**src/rtl/exp_sequencer_if.sv**
```systemverilog
// Request/acknowledge link between the exponent sequencer and the shared
// multiplier datapath.
interface exp_sequencer_if #(
    parameter int WIDTH = 32
);
    logic                 req;
    logic [WIDTH-1:0]     a;
    logic [WIDTH-1:0]     b;
    logic                 ack;
    logic [2*WIDTH-1:0]   p;

    modport master (output req, a, b, input ack, p);
    modport slave  (input req, a, b, output ack, p);
endinterface

```
**src/rtl/exp_sequencer.sv**
```systemverilog
// Square-and-multiply controller: computes base^exponent mod 2^WIDTH with an
// exact overflow flag, driving an external multiplier over a req/ack link.
//
// state | meaning
// IDLE  | waiting for start; operands latched when start is accepted
// CHECK | inspect remaining exponent, pick multiply, square or finish
// MUL   | r <= r*b, waiting for the multiplier
// SQR   | b <= b*b and e <= e>>1, waiting for the multiplier
// DONE  | one-cycle done pulse, result and overflow final
module exp_sequencer #(
    parameter int WIDTH     = 32,
    parameter int EXP_WIDTH = 10
) (
    input  logic                  clk_clk,
    input  logic                  reset_reset,
    input  logic                  start,
    input  logic [WIDTH-1:0]      base,
    input  logic [EXP_WIDTH-1:0]  exponent,
    output logic                  busy,
    output logic                  done,
    output logic [WIDTH-1:0]      result,
    output logic                  overflow,
    exp_sequencer_if.master       mul
);

    typedef enum logic [2:0] {
        IDLE  = 3'd0,
        CHECK = 3'd1,
        MUL   = 3'd2,
        SQR   = 3'd3,
        DONE  = 3'd4
    } state_t;

    state_t                 state, state_nxt;
    logic [WIDTH-1:0]       r, r_nxt;
    logic [WIDTH-1:0]       b, b_nxt;
    logic [EXP_WIDTH-1:0]   e, e_nxt;
    logic                   ovf, ovf_nxt;
    logic                   hi_nz;

    assign hi_nz    = |mul.p[2*WIDTH-1:WIDTH];
    assign result   = r;
    assign overflow = ovf;

    always_ff @(posedge clk_clk) begin
        if (reset_reset) begin
            state <= IDLE;
            r     <= '0;
            b     <= '0;
            e     <= '0;
            ovf   <= 1'b0;
        end else begin
            state <= state_nxt;
            r     <= r_nxt;
            b     <= b_nxt;
            e     <= e_nxt;
            ovf   <= ovf_nxt;
        end
    end

    always_comb begin
        state_nxt = state;
        r_nxt     = r;
        b_nxt     = b;
        e_nxt     = e;
        ovf_nxt   = ovf;
        busy      = 1'b0;
        done      = 1'b0;
        mul.req   = 1'b0;
        mul.a     = '0;
        mul.b     = '0;

        unique case (state)
            IDLE: begin
                if (start) begin
                    r_nxt     = WIDTH'(1);
                    b_nxt     = base;
                    e_nxt     = exponent;
                    ovf_nxt   = 1'b0;
                    state_nxt = CHECK;
                end
            end
            CHECK: begin
                busy = 1'b1;
                if (e == '0)
                    state_nxt = DONE;
                else if (e[0])
                    state_nxt = MUL;
                else
                    state_nxt = SQR;
            end
            MUL: begin
                busy    = 1'b1;
                mul.req = 1'b1;
                mul.a   = r;
                mul.b   = b;
                if (mul.ack) begin
                    r_nxt   = mul.p[WIDTH-1:0];
                    ovf_nxt = ovf | hi_nz;
                    // The last squaring is skipped, which keeps overflow exact.
                    state_nxt = (e[EXP_WIDTH-1:1] == '0) ? DONE : SQR;
                end
            end
            SQR: begin
                busy    = 1'b1;
                mul.req = 1'b1;
                mul.a   = b;
                mul.b   = b;
                if (mul.ack) begin
                    b_nxt     = mul.p[WIDTH-1:0];
                    ovf_nxt   = ovf | hi_nz;
                    e_nxt     = e >> 1;
                    state_nxt = CHECK;
                end
            end
            DONE: begin
                done      = 1'b1;
                state_nxt = IDLE;
            end
            default: state_nxt = IDLE;
        endcase
    end

endmodule

```
**src/flat_wrapper.sv**
```systemverilog
// flat-port wrapper written by rule: the top's interface ports become plain ports
module exp_sequencer_flat 
#(
    parameter int WIDTH     = 32,
    parameter int EXP_WIDTH = 10
)
  (clk_clk, reset_reset, start, base, exponent, busy, done, result, overflow, mul_req, mul_a, mul_b, mul_ack, mul_p);
  exp_sequencer_if #(.WIDTH(WIDTH)) mul_i ();
  input  logic clk_clk;
  input  logic reset_reset;
  input  logic start;
  input  logic [WIDTH-1:0] base;
  input  logic [EXP_WIDTH-1:0] exponent;
  output logic busy;
  output logic done;
  output logic [WIDTH-1:0] result;
  output logic overflow;
  output wire logic [$bits(mul_i.req)-1:0] mul_req;
  output wire logic [$bits(mul_i.a)-1:0] mul_a;
  output wire logic [$bits(mul_i.b)-1:0] mul_b;
  input wire logic [$bits(mul_i.ack)-1:0] mul_ack;
  input wire logic [$bits(mul_i.p)-1:0] mul_p;
  assign mul_req = mul_i.req;
  assign mul_a = mul_i.a;
  assign mul_b = mul_i.b;
  assign mul_i.ack = mul_ack;
  assign mul_i.p = mul_p;
  exp_sequencer #(.WIDTH(WIDTH), .EXP_WIDTH(EXP_WIDTH)) u_core (.clk_clk(clk_clk), .reset_reset(reset_reset), .start(start), .base(base), .exponent(exponent), .busy(busy), .done(done), .result(result), .overflow(overflow), .mul(mul_i));
endmodule
```
**config.mk**
```make
export PLATFORM = sky130hd
export DESIGN_NAME = exp_sequencer_flat
export DESIGN_NICKNAME = d
export VERILOG_FILES = /design/src/rtl/exp_sequencer_if.sv /design/src/rtl/exp_sequencer.sv /design/src/flat_wrapper.sv
export SDC_FILE = /design/constraint.sdc
export NUM_CORES = 1
export LEC_CHECK = 0
export CORE_MARGIN = 8
export CORE_UTILIZATION = 44
export CTS_CLUSTER_DIAMETER = 120
export DETAILED_ROUTE_END_ITERATION = 7
export PLACE_DENSITY = 0.94
export SETUP_SLACK_MARGIN = 0.02
export SYNTH_ARGS = -nofsm -noshare
export SYNTH_HDL_FRONTEND = slang
export SYNTH_SLANG_ARGS = --single-unit
```
**constraint.sdc**
```tcl
create_clock -name clk_clk -period 2.75 [get_ports clk_clk]
set_input_delay 0.825 -clock clk_clk [delete_from_list [all_inputs] [get_ports clk_clk]]
set_output_delay 0.825 -clock clk_clk [all_outputs]
set_load 0.005 [all_outputs]
```
==> report_table.html <==
<table>
<tr><th>Metric</th><th>Value</th></tr>
<tr><th colspan="2">Finish</th></tr>
<tr><td>Core utilization of the finished layout</td><td>0.725</td></tr>
<tr><td>Filler-free cell count of the finished design</td><td>852</td></tr>
<tr><td>Layout Area Growth over Synthesis</td><td>60.0%</td></tr>
<tr><td>Sequential Area</td><td>1570 um2</td></tr>
<tr><td>Nets</td><td>828</td></tr>
<tr><td>Fraction of layout instances using a drive strength above 1</td><td>0.101</td></tr>
<tr><td>Number of filler instances in the final layout</td><td>732</td></tr>
<tr><td>Antenna diode count</td><td>0</td></tr>
<tr><td>Area of combinational cells with multiple inputs</td><td>2400 um2</td></tr>
<tr><th colspan="2">Worst hold path</th></tr>
<tr><td>Number of stages on the worst hold path</td><td>2</td></tr>
<tr><td>Endpoint of the worst hold path</td><td>u_core.result[27]</td></tr>
<tr><td>Classification of the worst-slack hold path</td><td>reg -&gt; reg</td></tr>
<tr><td>HP Start</td><td>u_core.result[27]</td></tr>
<tr><th colspan="2">Global routing</th></tr>
<tr><td>Number of antenna violations at the first check in global routing</td><td>0</td></tr>
<tr><td>Global-route wire length before repair</td><td>roughly 24 mm</td></tr>
<tr><td>Via count of the first global-routing pass</td><td>4,920</td></tr>
<tr><td>Congestion Overflow GR</td><td>0</td></tr>
<tr><td>All-layer global routing usage</td><td>0.233</td></tr>
<tr><td>Largest net degree at the start of global routing</td><td>52</td></tr>
<tr><th colspan="2">Power</th></tr>
<tr><td>Total chip power</td><td>4.88 mW</td></tr>
<tr><td>Leakage power of the design</td><td>2.41 nW</td></tr>
<tr><td>Power density over the cells</td><td>around 720 nW/um2</td></tr>
<tr><td>Worst vdd rail ir drop</td><td>0.494 mV</td></tr>
<tr><th colspan="2">Synthesis</th></tr>
<tr><td>Adder-cell share of the synthesized area</td><td>0</td></tr>
<tr><td>Async set or reset register ratio after synthesis</td><td>0</td></tr>
<tr><td>Cell variety after synth</td><td>31</td></tr>
<tr><td>Post-synthesis compound-gate area fraction</td><td>0.164</td></tr>
<tr><td>Main combinational cell family by area after synthesis</td><td>simple AND/OR/NAND/NOR gates</td></tr>
<tr><td>Post-synth top area cell</td><td>sky130_fd_sc_hd__dfxtp_1</td></tr>
<tr><td>Synthesized area divided by synthesized cell count</td><td>8.02 um2</td></tr>
<tr><td>Count of flip-flops with a built-in enable after synthesis</td><td>0</td></tr>
<tr><td>Post-synth top flop</td><td>sky130_fd_sc_hd__dfxtp_1</td></tr>
<tr><td>Simple-gate area share of the yosys netlist</td><td>0.300</td></tr>
<tr><td>Cell area after synthesis</td><td>4210 um2</td></tr>
<tr><td>Count leader, synth</td><td>sky130_fd_sc_hd__nor2_1</td></tr>
<tr><td>Synth Register Bits</td><td>78</td></tr>
<tr><td>Most used standard cells in the synthesized netlist</td><td>sky130_fd_sc_hd__nor2_1, sky130_fd_sc_hd__dfxtp_1, sky130_fd_sc_hd__nand2_1, sky130_fd_sc_hd__nand3_1, sky130_fd_sc_hd__mux2i_1</td></tr>
<tr><td>Syn nets</td><td>~640</td></tr>
<tr><td>Most area-consuming cells after synthesis</td><td>sky130_fd_sc_hd__dfxtp_1, sky130_fd_sc_hd__mux2i_1, sky130_fd_sc_hd__nand3_1</td></tr>
<tr><td>Number of synthesis warnings</td><td>0</td></tr>
<tr><td>Multiplexer share of the synthesized area</td><td>0.102</td></tr>
<tr><td>Area share of the largest cell type after synthesis</td><td>0.371</td></tr>
<tr><td>Synth Instances</td><td>525</td></tr>
<tr><td>Synthesized-area fraction occupied by xor and xnor cells</td><td>0</td></tr>
<tr><td>Proportion of synthesized chip area in sequential cells</td><td>0.371</td></tr>
<tr><th colspan="2">Route</th></tr>
<tr><td>1st-iter DRT viols</td><td>257</td></tr>
<tr><td>Post-route DRC violation count</td><td>0</td></tr>
<tr><td>Via density per instance</td><td>5.59</td></tr>
<tr><td>Aggregate routed wire length</td><td>15.7 mm</td></tr>
<tr><td>Antenna-violating nets left</td><td>0</td></tr>
<tr><td>Uppermost layer routed</td><td>met4</td></tr>
<tr><td>Total via count in the routed design</td><td>between 4,000 and 5,000</td></tr>
<tr><td>Detailed-routing iteration count for the pre-antenna-repair pass</td><td>5</td></tr>
<tr><td>Met3 layer wire length in the routed design</td><td>1.45 mm</td></tr>
<tr><td>Metal2 WL</td><td>7.72 mm</td></tr>
<tr><td>Routed met1 length</td><td>6.09 mm</td></tr>
<tr><td>Average detailed-routed wire length per instance</td><td>18.4 um</td></tr>
<tr><th colspan="2">Setup path</th></tr>
<tr><td>Worst R2R Path Depth</td><td>6</td></tr>
<tr><td>Number of buffers and inverters on the critical path</td><td>3</td></tr>
<tr><td>Setup crit start kind</td><td>flop</td></tr>
<tr><td>Critical path peak fanout</td><td>35</td></tr>
<tr><td>Worst Setup End Kind</td><td>output pin</td></tr>
<tr><td>Crit Path Class</td><td>reg -&gt; out</td></tr>
<tr><td>Slowest stage cell, crit path</td><td>sky130_fd_sc_hd__clkdlybuf4s50_1</td></tr>
<tr><td>WP data arrival</td><td>roughly 1.8 ns</td></tr>
<tr><td>Crit-path max cell delay</td><td>between 0.5 and 0.6 ns</td></tr>
<tr><td>Worst r2r dst</td><td>u_core.b[23]</td></tr>
<tr><td>Internal reg-to-reg setup slack</td><td>0.76 ns</td></tr>
<tr><td>Cell count along the critical path</td><td>5</td></tr>
<tr><td>Launching point of the worst reg2reg path</td><td>u_core.state[0]</td></tr>
<tr><td>Data required time at the worst endpoint</td><td>1.93 ns</td></tr>
<tr><td>Cell type group with the largest total delay on the critical path</td><td>buffers and inverters</td></tr>
<tr><td>Cells traversed along the worst timing path</td><td>nand2b_2, inv_2, buf_12, and2_1, clkdlybuf4s50_1</td></tr>
<tr><th colspan="2">Timing</th></tr>
<tr><td>Final number of max-transition violations</td><td>0</td></tr>
<tr><td>Endpoints failing setup</td><td>0</td></tr>
<tr><td>Transition time of the tightest slew-check pin</td><td>about 0.47 ns</td></tr>
<tr><td>Setup repair after global routing missed its margin</td><td>true</td></tr>
<tr><td>Final critical-path share of the clock period</td><td>0.964</td></tr>
<tr><td>Time the worst path needs with I/O delays and setup</td><td>about 2.7 ns</td></tr>
<tr><td>Fmax</td><td>about 380 MHz</td></tr>
<tr><td>Clock Skew</td><td>0.0174 ns</td></tr>
<tr><td>Total negative slack for setup checks</td><td>0 ns</td></tr>
<tr><td>Total count of hold-check failures in the final report</td><td>0</td></tr>
<tr><td>Relative slew slack</td><td>0.687</td></tr>
<tr><th colspan="2">Place</th></tr>
<tr><td>Number of placed instances, taps included</td><td>831</td></tr>
<tr><td>Global placement routability congestion</td><td>0.809</td></tr>
<tr><td>Number of I/O port buffers</td><td>209</td></tr>
<tr><td>HPWL Detailed</td><td>11.5 mm</td></tr>
<tr><th colspan="2">Floorplanning</th></tr>
<tr><td>Area inside the core boundary</td><td>approximately 9300 um2</td></tr>
<tr><td>Initial cell density of the core</td><td>0.453</td></tr>
<tr><td>Count of pins on the block boundary</td><td>210</td></tr>
<tr><td>Width of the die</td><td>approximately 110 um</td></tr>
<tr><td>Placement row count</td><td>35</td></tr>
<tr><td>Die Height</td><td>about 110 um</td></tr>
<tr><td>Total Die Area</td><td>approximately 13,000 um2</td></tr>
<tr><th colspan="2">Clocking</th></tr>
<tr><td>Clock root buffer</td><td>sky130_fd_sc_hd__clkbuf_8</td></tr>
<tr><td>TritonCTS buffer count</td><td>9</td></tr>
<tr><td>Worst-path clk slew</td><td>0.09 ns</td></tr>
<tr><td>Number of hold-repair buffers added at the cts stage</td><td>0</td></tr>
<tr><td>Buffer depth of the longest clock path</td><td>2</td></tr>
<tr><td>Insertion delay of the later-clocked pin in the worst-skew pair</td><td>approximately 0.34 ns</td></tr>
<tr><td>H-tree level count</td><td>3</td></tr>
<tr><td>TritonCTS clock tree</td><td>built</td></tr>
<tr><td>Number of sinks handled by clock tree synthesis</td><td>slightly below 80</td></tr>
<tr><th colspan="2">Status</th></tr>
<tr><td>Result of the run</td><td>completed</td></tr>
<tr><th colspan="2">Flow run</th></tr>
<tr><td>Number of maximum-capacitance constraint violations</td><td>0</td></tr>
</table>
[state kept, by name, indices dropped and copies added, names as in the netlist]
register         count
u_core.result       32
u_core.e            10
u_core.state         3
u_core.b            32
u_core.overflow      1
[placed cells by master (no fill, tap or decap), types with 2 or more instances in the layout]
cell,netlist,layout
sky130_fd_sc_hd__clkdlybuf4s50_1,0,207
sky130_fd_sc_hd__nand4_1,2,2
sky130_fd_sc_hd__dfxtp_1,78,77
sky130_fd_sc_hd__buf_12,0,8
sky130_fd_sc_hd__a21oi_1,34,34
sky130_fd_sc_hd__clkbuf_8,0,9
sky130_fd_sc_hd__nand2_1,65,65
sky130_fd_sc_hd__nand3b_1,2,2
sky130_fd_sc_hd__bufinv_16,0,2
sky130_fd_sc_hd__nor2_1,81,80
sky130_fd_sc_hd__buf_4,3,18
sky130_fd_sc_hd__nor3_1,3,2
sky130_fd_sc_hd__a311oi_2,20,20
sky130_fd_sc_hd__o21ai_0,2,2
sky130_fd_sc_hd__mux2i_1,43,43
sky130_fd_sc_hd__nor4_1,10,10
sky130_fd_sc_hd__nor3b_1,2,2
sky130_fd_sc_hd__nand3_1,65,65
sky130_fd_sc_hd__clkbuf_1,27,2
sky130_fd_sc_hd__a211oi_1,5,5
sky130_fd_sc_hd__nor2b_1,2,2
sky130_fd_sc_hd__a211oi_2,4,4
sky130_fd_sc_hd__a311oi_1,12,12
sky130_fd_sc_hd__clkinvlp_4,0,2
sky130_fd_sc_hd__and2_1,34,34
[cells by family (layout without fill, tap and decap cells)]
logic type | Yosys count | in the layout
multiplexers | 43 | 43
AO/OA/AOI/OAI | 79 | 79
flip-flops | 78 | 78
AND/OR/NAND/NOR | 271 | 271
buffers and inverters | 54 | 252
[stage by stage]
stage	cell area [um2]	setup WS [ns]	hold WS (ns)
floorplan	4210	0.597	0.460
global placement	6460	0.174	0.455
detailed placement	6460	0.0837	0.461
CTS	6690	0.0302	0.473
global route	6740	0.00116	0.494
finish	6740	0.0977	0.471
[repair_timing]
action / 4_1_cts / 5_1_grt
buffers inserted: 1 / 4
resized for setup: 1 / 4
gates cloned: 0 / 0
pin swaps: 0 / 0
endpoints found under the setup margin: 24 / 21
[tightest hold or removal path, stage by stage (launching register included)]
cell and delay, ns:
sky130_fd_sc_hd__dfxtp_1 0.33, sky130_fd_sc_hd__nand2_1 0.05, sky130_fd_sc_hd__a21oi_1 0.05
[metal layers]
| metal | global-route usage | up-vias |
|---|---|---|
| li1 | - | 2222 |
| met1 | 0.255 | 2257 |
| met2 | 0.411 | 247 |
| met3 | 0.0740 | 38 |
| met4 | 0.0834 | 0 |
| met5 | 0 | - |
[worst max path at each step]
stage | start | endpoint | slack, ns
finish | u_core.state[2] | mul_b[23] | 0.1
global route | u_core.state[0] | mul_a[21] | 0.001
CTS | u_core.state[0] | mul_a[11] | 0.03
detailed placement | start | u_core.b[23] | 0.08
global placement | start | u_core.e[9] | 0.17
floorplan | u_core.state[0] | mul_a[0] | 0.60
[power by group]
group          total [mW]  internal (mW)  switching [mW]
Clock               0.945          0.514           0.430
Combinational        2.34           1.10            1.25
Sequential           1.60           1.38           0.217
Total                4.88           2.99            1.89
[layout make-up]
| type | count | share of cell area |
|---|---|---|
| inverter | 1 | 0.000557 |
| tap | 129 | 0.0240 |
| multi-input combinational | 393 | 0.356 |
| timing repair buffer | 235 | 0.355 |
| clock buffer | 11 | 0.0195 |
| sequential | 78 | 0.232 |
| clock inverter | 5 | 0.0124 |
Note: power is estimated with default switching activity, not from simulation.
